--- config.mk ---
export PLATFORM = sky130hd
export DESIGN_NAME = imem_ctrl
export DESIGN_NICKNAME = d
export VERILOG_FILES = /design/src/rtl/imem_pkg.sv /design/src/rtl/imem_load_seq.sv /design/src/rtl/imem_ctrl.sv
export SDC_FILE = /design/constraint.sdc
export NUM_CORES = 1
export LEC_CHECK = 0
export BUFFER_PORTS_ARGS = -buffer_cell sky130_fd_sc_hd__buf_2
export CORE_UTILIZATION = 40
export CTS_CLUSTER_DIAMETER = 100
export DETAILED_ROUTE_END_ITERATION = 12
export PLACE_DENSITY = 0.84
export SKIP_LAST_GASP = 1
export SLEW_MARGIN = 20
export SYNTH_ARGS = -nofsm -noshare
export SYNTH_HDL_FRONTEND = slang
export SYNTH_SLANG_ARGS = --single-unit
--- constraint.sdc ---
create_clock -name clk -period 2 [get_ports clk]
set_input_delay 0.4 -clock clk [delete_from_list [all_inputs] [get_ports clk]]
set_output_delay 0.4 -clock clk [all_outputs]
set_load 0.01 [all_outputs]
--- src/rtl/imem_pkg.sv ---
// Shared types and defaults for the instruction-memory controller.
// Controller state encoding, default geometry and the NOP used for faulting fetches.
package imem_pkg;

    localparam int DEPTH_DEF  = 1024;
    localparam int ADDR_W_DEF = 10;

    localparam logic [31:0] NOP_INST = 32'h00000013;

    typedef enum logic [1:0] {
        LOAD  = 2'd0,
        RUN   = 2'd1,
        DRAIN = 2'd2
    } state_t;

endpackage

--- src/rtl/imem_load_seq.sv ---
// Loader byte sequencer: write pointer, byte count and overflow tracking.
// Latency: writes are issued combinationally in the beat's cycle; pointer updates at the edge.
// Backpressure: ld_ready low outside LOAD and during a restart cycle; beats past DEPTH are dropped.
module imem_load_seq
    import imem_pkg::*;
#(
    parameter int DEPTH  = DEPTH_DEF,
    parameter int ADDR_W = ADDR_W_DEF
) (
    input  logic              clk,
    input  logic              rst,
    input  logic              active,
    input  logic              clear,
    input  logic              ld_start,
    input  logic              ld_valid,
    input  logic [7:0]        ld_data,
    output logic              ld_ready,
    output logic              accept,
    output logic              mem_we,
    output logic [7:0]        mem_wdata,
    output logic [ADDR_W:0]   ptr,
    output logic              ld_overflow
);

    localparam logic [ADDR_W:0] DEPTH_P = (ADDR_W+1)'(DEPTH);

    logic full;

    assign full      = (ptr == DEPTH_P);
    assign ld_ready  = active & ~ld_start;
    assign accept    = ld_valid & ld_ready;
    assign mem_we    = accept & ~full;
    assign mem_wdata = ld_data;

    // Pointer doubles as the byte count: it only advances on a real write and saturates at DEPTH.
    always_ff @(posedge clk) begin
        if (rst || clear) begin
            ptr         <= '0;
            ld_overflow <= 1'b0;
        end else if (accept) begin
            if (full) begin
                ld_overflow <= 1'b1;
            end else begin
                ptr <= ptr + 1'b1;
            end
        end
    end

endmodule

--- src/rtl/imem_ctrl.sv ---
// Instruction-memory controller: boot loader / core fetch arbitration (optional IMEM_FETCH_CHECK_EN fault check).
// Latency: fetch response one cycle after an accepted request; ld_done one cycle after the last beat.
// Backpressure: core held via core_hold outside RUN; loader accepted only in LOAD.
module imem_ctrl
    import imem_pkg::*;
#(
    parameter int DEPTH     = DEPTH_DEF,
    parameter int ADDR_W    = ADDR_W_DEF,
    parameter bit BOOT_LOAD = 1'b1
) (
    input  logic              clk,
    input  logic              rst,
    input  logic              fetch_req,
    input  logic [31:0]       fetch_addr,
    output logic              fetch_valid,
    output logic [31:0]       fetch_inst,
    output logic              fetch_err,
    input  logic              ld_start,
    input  logic              ld_valid,
    input  logic [7:0]        ld_data,
    input  logic              ld_last,
    output logic              ld_ready,
    output logic              ld_done,
    output logic              ld_overflow,
    output logic [ADDR_W:0]   ld_count,
    output logic              core_hold,
    output logic [ADDR_W-1:0] mem_addr,
    output logic              mem_we,
    output logic [7:0]        mem_wdata,
    input  logic [31:0]       mem_rdata
);

    state_t state, state_nxt;
    logic in_load, in_run, in_drain;
    logic accept, seq_clear, fetch_acc, fetch_fault;
    logic [ADDR_W:0] ptr;

    assign in_load  = (state == LOAD);
    assign in_run   = (state == RUN);
    assign in_drain = (state == DRAIN);

    assign core_hold = ~in_run;
    assign seq_clear = in_drain | (in_load & ld_start);
    assign fetch_acc = in_run & fetch_req & ~ld_start;
    assign ld_count  = ptr;
    assign mem_addr  = in_run ? fetch_addr[ADDR_W-1:0] : ptr[ADDR_W-1:0];

    imem_load_seq #(
        .DEPTH  (DEPTH),
        .ADDR_W (ADDR_W)
    ) u_load_seq (
        .clk         (clk),
        .rst         (rst),
        .active      (in_load),
        .clear       (seq_clear),
        .ld_start    (ld_start),
        .ld_valid    (ld_valid),
        .ld_data     (ld_data),
        .ld_ready    (ld_ready),
        .accept      (accept),
        .mem_we      (mem_we),
        .mem_wdata   (mem_wdata),
        .ptr         (ptr),
        .ld_overflow (ld_overflow)
    );

    always_ff @(posedge clk) begin
        if (rst) begin
            state <= BOOT_LOAD ? LOAD : RUN;
        end else begin
            state <= state_nxt;
        end
    end

    always_comb begin
        state_nxt = state;
        case (state)
            RUN:     if (ld_start) state_nxt = DRAIN;
            DRAIN:   state_nxt = LOAD;
            LOAD:    if (accept && ld_last) state_nxt = RUN;
            default: state_nxt = LOAD;
        endcase
    end

`ifdef IMEM_FETCH_CHECK_EN
    assign fetch_fault = (fetch_addr[1:0] != 2'b00) || (fetch_addr > 32'(DEPTH - 4));

    always_ff @(posedge clk) begin
        if (rst) begin
            fetch_err <= 1'b0;
        end else begin
            fetch_err <= fetch_acc & fetch_fault;
        end
    end
`else
    logic unused_addr_hi;

    assign unused_addr_hi = ^fetch_addr[31:ADDR_W];
    assign fetch_fault    = 1'b0;
    assign fetch_err      = 1'b0;
`endif

    // fetch_inst keeps its last value between responses.
    always_ff @(posedge clk) begin
        if (rst) begin
            fetch_valid <= 1'b0;
            fetch_inst  <= '0;
            ld_done     <= 1'b0;
        end else begin
            fetch_valid <= fetch_acc;
            ld_done     <= in_load & accept & ld_last;
            if (fetch_acc) begin
                fetch_inst <= fetch_fault ? NOP_INST : mem_rdata;
            end
        end
    end

endmodule

# Word-level counts from Yosys, hierarchy flattened

Cells that the tools add are included.

Flip-flop bits (word level): 48
Latch bits: 0
RAM bits: 0
ROM bits: 0
Output and inout port bits: 68
Logic and storage cells: 34
Memories kept: 0

Add/subtract/negate cells: 1
$mul: 0
Div/mod/pow operators: 0
Order comparisons: 0
Equality and inequality tests: 5
Shifts and indexed selects: 0
Muxes and demuxes: 4
Bitwise operators: 12
Reductions and logical operators: 6

Operators with widths:

| operator              | number |
|---|---|
| $add 11x1->11 const B | 1 |
| $eq 11x11->1 const B  | 1 |
| $mux 10               | 1 |
| $and 1x1->1           | 8 |
| $reduce_and 2->1      | 3 |
| $mux 2                | 2 |
| $pmux 2 s2            | 1 |
| $not 1->1             | 3 |
| $eq 2x1->1 const B    | 1 |
| $eq 2x2->1 const B    | 1 |
| $logic_not 2->1       | 1 |
| $ne 2x1->1 const B    | 1 |
| $ne 2x2->1 const B    | 1 |
| $logic_and 1x1->1     | 1 |
| $logic_or 1x1->1      | 1 |
| $or 1x1->1            | 1 |

# Longest topological paths before layout

Depth after elaboration: 6
Gate-level depth with buffers: 7
Mapped depth without buffers: 6

# Cells and area by module

A second synthesis with hierarchy kept.

Cells, all modules: 249
Area total of the unflattened synthesis: 2459.9 µm²

Modules (own cells, without submodules):

| module        | instances | cells an instance | area an instance (µm²) |
|---|---|---|---|
| imem_ctrl     | 1         | 169               | 1729.2 |
| imem_load_seq | 1         | 80                | 730.7 |

# Worst setup path before layout

No wires, ideal clock.

Kind: input port to output port
Start point: input port ld_start
End point: output port mem_we
Arrival: 1.289 ns
Required time: 1.600 ns
Path slack: 0.311 ns
Stages on the path: 3
Path through: or4b_1 > buf_2 > a31oi_2

Longest elaborated chain between the ends: 4

Ends and longest elaborated chain:

| what            | line                | source |
|---|---|---|
| start, declared | imem_ctrl.sv:18     | `input logic ld_start,` |
| $not 1->1       | imem_load_seq.sv:30 | `assign ld_ready = active & ~ld_start;` |
| $and 1x1->1     | imem_load_seq.sv:30 |  |
| $and 1x1->1     | imem_load_seq.sv:31 | `assign accept = ld_valid & ld_ready;` |
| $and 1x1->1     | imem_load_seq.sv:32 | `assign mem_we = accept & ~full;` |
| end, declared   | imem_ctrl.sv:28     | `output logic mem_we,` |

No other way between the ends.

# Final worst setup path

Start point: register state[1]
End point: output port mem_we

Longest elaborated chain between the ends: 4

Ends and longest elaborated chain:

| what                   | line                | source |
|---|---|---|
| start, declared        | imem_ctrl.sv:33     | `state_t state, state_nxt;` |
| start signal, assigned | imem_ctrl.sv:69     | `state <= BOOT_LOAD ? LOAD : RUN;` |
| start signal, assigned | imem_ctrl.sv:71     | `state <= state_nxt;` |
| $logic_not 2->1        | imem_ctrl.sv:38     | `assign in_load = (state == LOAD);` |
| $and 1x1->1            | imem_load_seq.sv:30 |  |
| $and 1x1->1            | imem_load_seq.sv:31 |  |
| $and 1x1->1            | imem_load_seq.sv:32 |  |

No other way between the ends.

==> reports/qor.yml <==
status: "finished, final reports clean"
viasPerCell: 4.79
synth.cell_area_um2: 2040
final_core_util: 0.569
holdPathEnd: "fetch_inst[18]"
grt_busiest_layer: "met2"
clock_latency_ps: 290
syn_avg_cell_area_um2: 7.73
use_met1: 0.207
hold_viol_final: 0
yosysWarnings: 0
grtUsageTotal: 0.190
p_leak_nw: 1.27
core-area_um2: 4820
worstMarginPinSlew_ps: 496
drive_gt1_frac: 0.366
max_slew_margin: 0.666
synth_cell_types: 35
async_flop_share: 0
synthCells: 264
hold_path.class: "in2reg"
htreeDepth: 2
clk_path_buf_depth: 2
r2r-start: "state[1]"
fin_skew_ps: 7.32
start_util: 0.423
fin_ws_ps: 43.8
pin_count: 146
met2_usage: 0.347
rows: 25
max_freq_mhz: 511
antenna_found_initial: 0
use_met3: 0.0439
portBuffers: 106
fp.dieArea_um2: 5390
synthesis.nets: 344
cp-end-kind: "output pin"
grt_max_degree: 34
worstPathMaxFanout: 5
r2r_slack_ps: 320
ir_worst_vdd_uv: 549
cts-root-buf: "clkbuf_8"
wl_per_cell_um: 11.7
yosysSeqAreaShare: 0.471
drt_first_pass_iters: 4
drv_slew: 0
grt_pass1_wl_um: 8020
critPathRequiredTime_ps: 1600
holdCritStartpoint: "mem_rdata[18]"
cts_resized: 2
cts_setup_buffers: 0
dp_hpwl_um: 3680
post-place-ws_ps: 156
cp-startpoint: "state[1]"
fp.dieW_um: 73.4
vias: 2060
ff2ff_path_depth: 5
timing.hold.ws_ps: 332
cts_hold_buffers: 0
finalPower_mw: 1.80
ys_ff_latch: 48
antenna_left: 0
cts_made_buffers: 5
clkTransAtPathRegs_ps: 90
cts.sinks: 48
cts_tree: "yes"
grt_pass1_vias: 1926
fin_crit_ps: 1960
gr-total-overflow: 0
synth-edff-count: 0
die_y_um: 73.4
gp_congestion: 0.794
critPathKind: "reg2out"
period_share: 0.978
fin_tns_setup_ps: 0
worstSetupStartpointType: "flop"
ys.flop_type: "dfxtp_1"
setup_viol: 0
area_growth_pct: 34.5
p_per_area_nw_per_um2: 656
reg2reg_to: "u_load_seq.ptr[9]"
n_antenna_cell: 0
drc: 0
whs_path_depth: 3
routed_wl_um: 5020
nets: 442
drtIter0Drc: 89
maxCapViolations: 0
cp.arrival_ps: 1560
[cells in the mapped netlist, types with 2 or more instances]
cell | n | area (um^2)
ha_1 | 2 | 25.0
clkbuf_1 | 12 | 45.0
nand4_1 | 2 | 12.5
xnor2_1 | 4 | 35.0
buf_4 | 9 | 67.6
a21oi_1 | 36 | 180
inv_1 | 3 | 11.3
nor3_1 | 3 | 15.0
dfxtp_1 | 48 | 961
xor2_1 | 3 | 26.3
nand2_1 | 95 | 357
or3_1 | 2 | 12.5
nand3_1 | 5 | 25.0
nor2b_1 | 2 | 12.5
buf_2 | 4 | 20.0
o21ai_0 | 4 | 20.0
nor2_1 | 12 | 45.0
[area by class of cell]
type / instances / area, um^2
fill: 483 / 2070
multi-input combinational: 188 / 968
sequential: 48 / 962
timing repair buffer: 116 / 606
tap: 67 / 83.8
clock buffer: 5 / 68.8
clock inverter: 3 / 42.5
inverter: 3 / 11.3
[report_power, final]
group	switching (mW)	total, mW	internal [mW]
combinational	0.0772	0.149	0.0719
clock	0.311	0.681	0.370
sequential	0.00601	0.970	0.964
[layer usage]
layer | part of all wire | vias to the layer above
met5 | 0 | -
met4 | 0.023 | 0
met3 | 0.063 | 11
met2 | 0.50 | 81
met1 | 0.42 | 927
li1 | - | 1041
[how the worst max path moves through the flow]
| stage | slack, ps | depth (start not counted) | end |
|---|---|---|---|
| after floorplan | 310 | 3 | mem_we |
| after global placement | 140 | 4 | mem_we |
| after detailed placement | 160 | 6 | u_load_seq.ptr[9] |
| after CTS | 9 | 3 | mem_we |
| after global routing | -7 | 3 | mem_we |
| final | 40 | 3 | mem_we |
[stage by stage]
step,cell area [um^2],cells
3_3_place_gp,2600,422
3_5_place_dp,2600,422
4_1_cts,2720,430
5_1_grt,2740,430
6_report,2740,430
2_1_floorplan,2040,264
[flip-flops by register name, summed over array words and instances, names as in the netlist]
name                    flops
u_load_seq.ptr             11
fetch_valid                 1
ld_done                     1
state                       2
fetch_inst                 32
u_load_seq.ld_overflow      1
[cells by family (layout without fill, tap and decap cells)]
group / after synthesis / after routing / share of synthesized area
xor+xnor: 7 / 7 / 0.0301
simple gates: 133 / 133 / 0.292
mux: 1 / 1 / 0.00491
compound gates: 44 / 44 / 0.117
buf+inv: 28 / 127 / 0.0705
flops: 48 / 48 / 0.471
fa+ha+maj: 2 / 2 / 0.0123
other cells: 1 / 1 / 0.00184
[worst max-delay path, cell delays in order (launching register included)]
cell and delay, ps:
dfxtp_2 350, or4b_4 580, a31oi_4 170, buf_2 160
[placed cells by master, fill, tap and decap left out, types with 2 or more instances in the layout]
cell,count
buf_4,10
xor2_1,3
clkbuf_8,5
nor4b_2,2
nand4_1,2
nor3_1,3
inv_1,3
xnor2_1,4
or3_1,2
dfxtp_1,47
nand3_1,5
o21ai_0,4
buf_2,106
ha_1,2
a21oi_1,36
nand2_1,95
nor2_1,12
No activity file was read; power rests on OpenSTA's default activity.
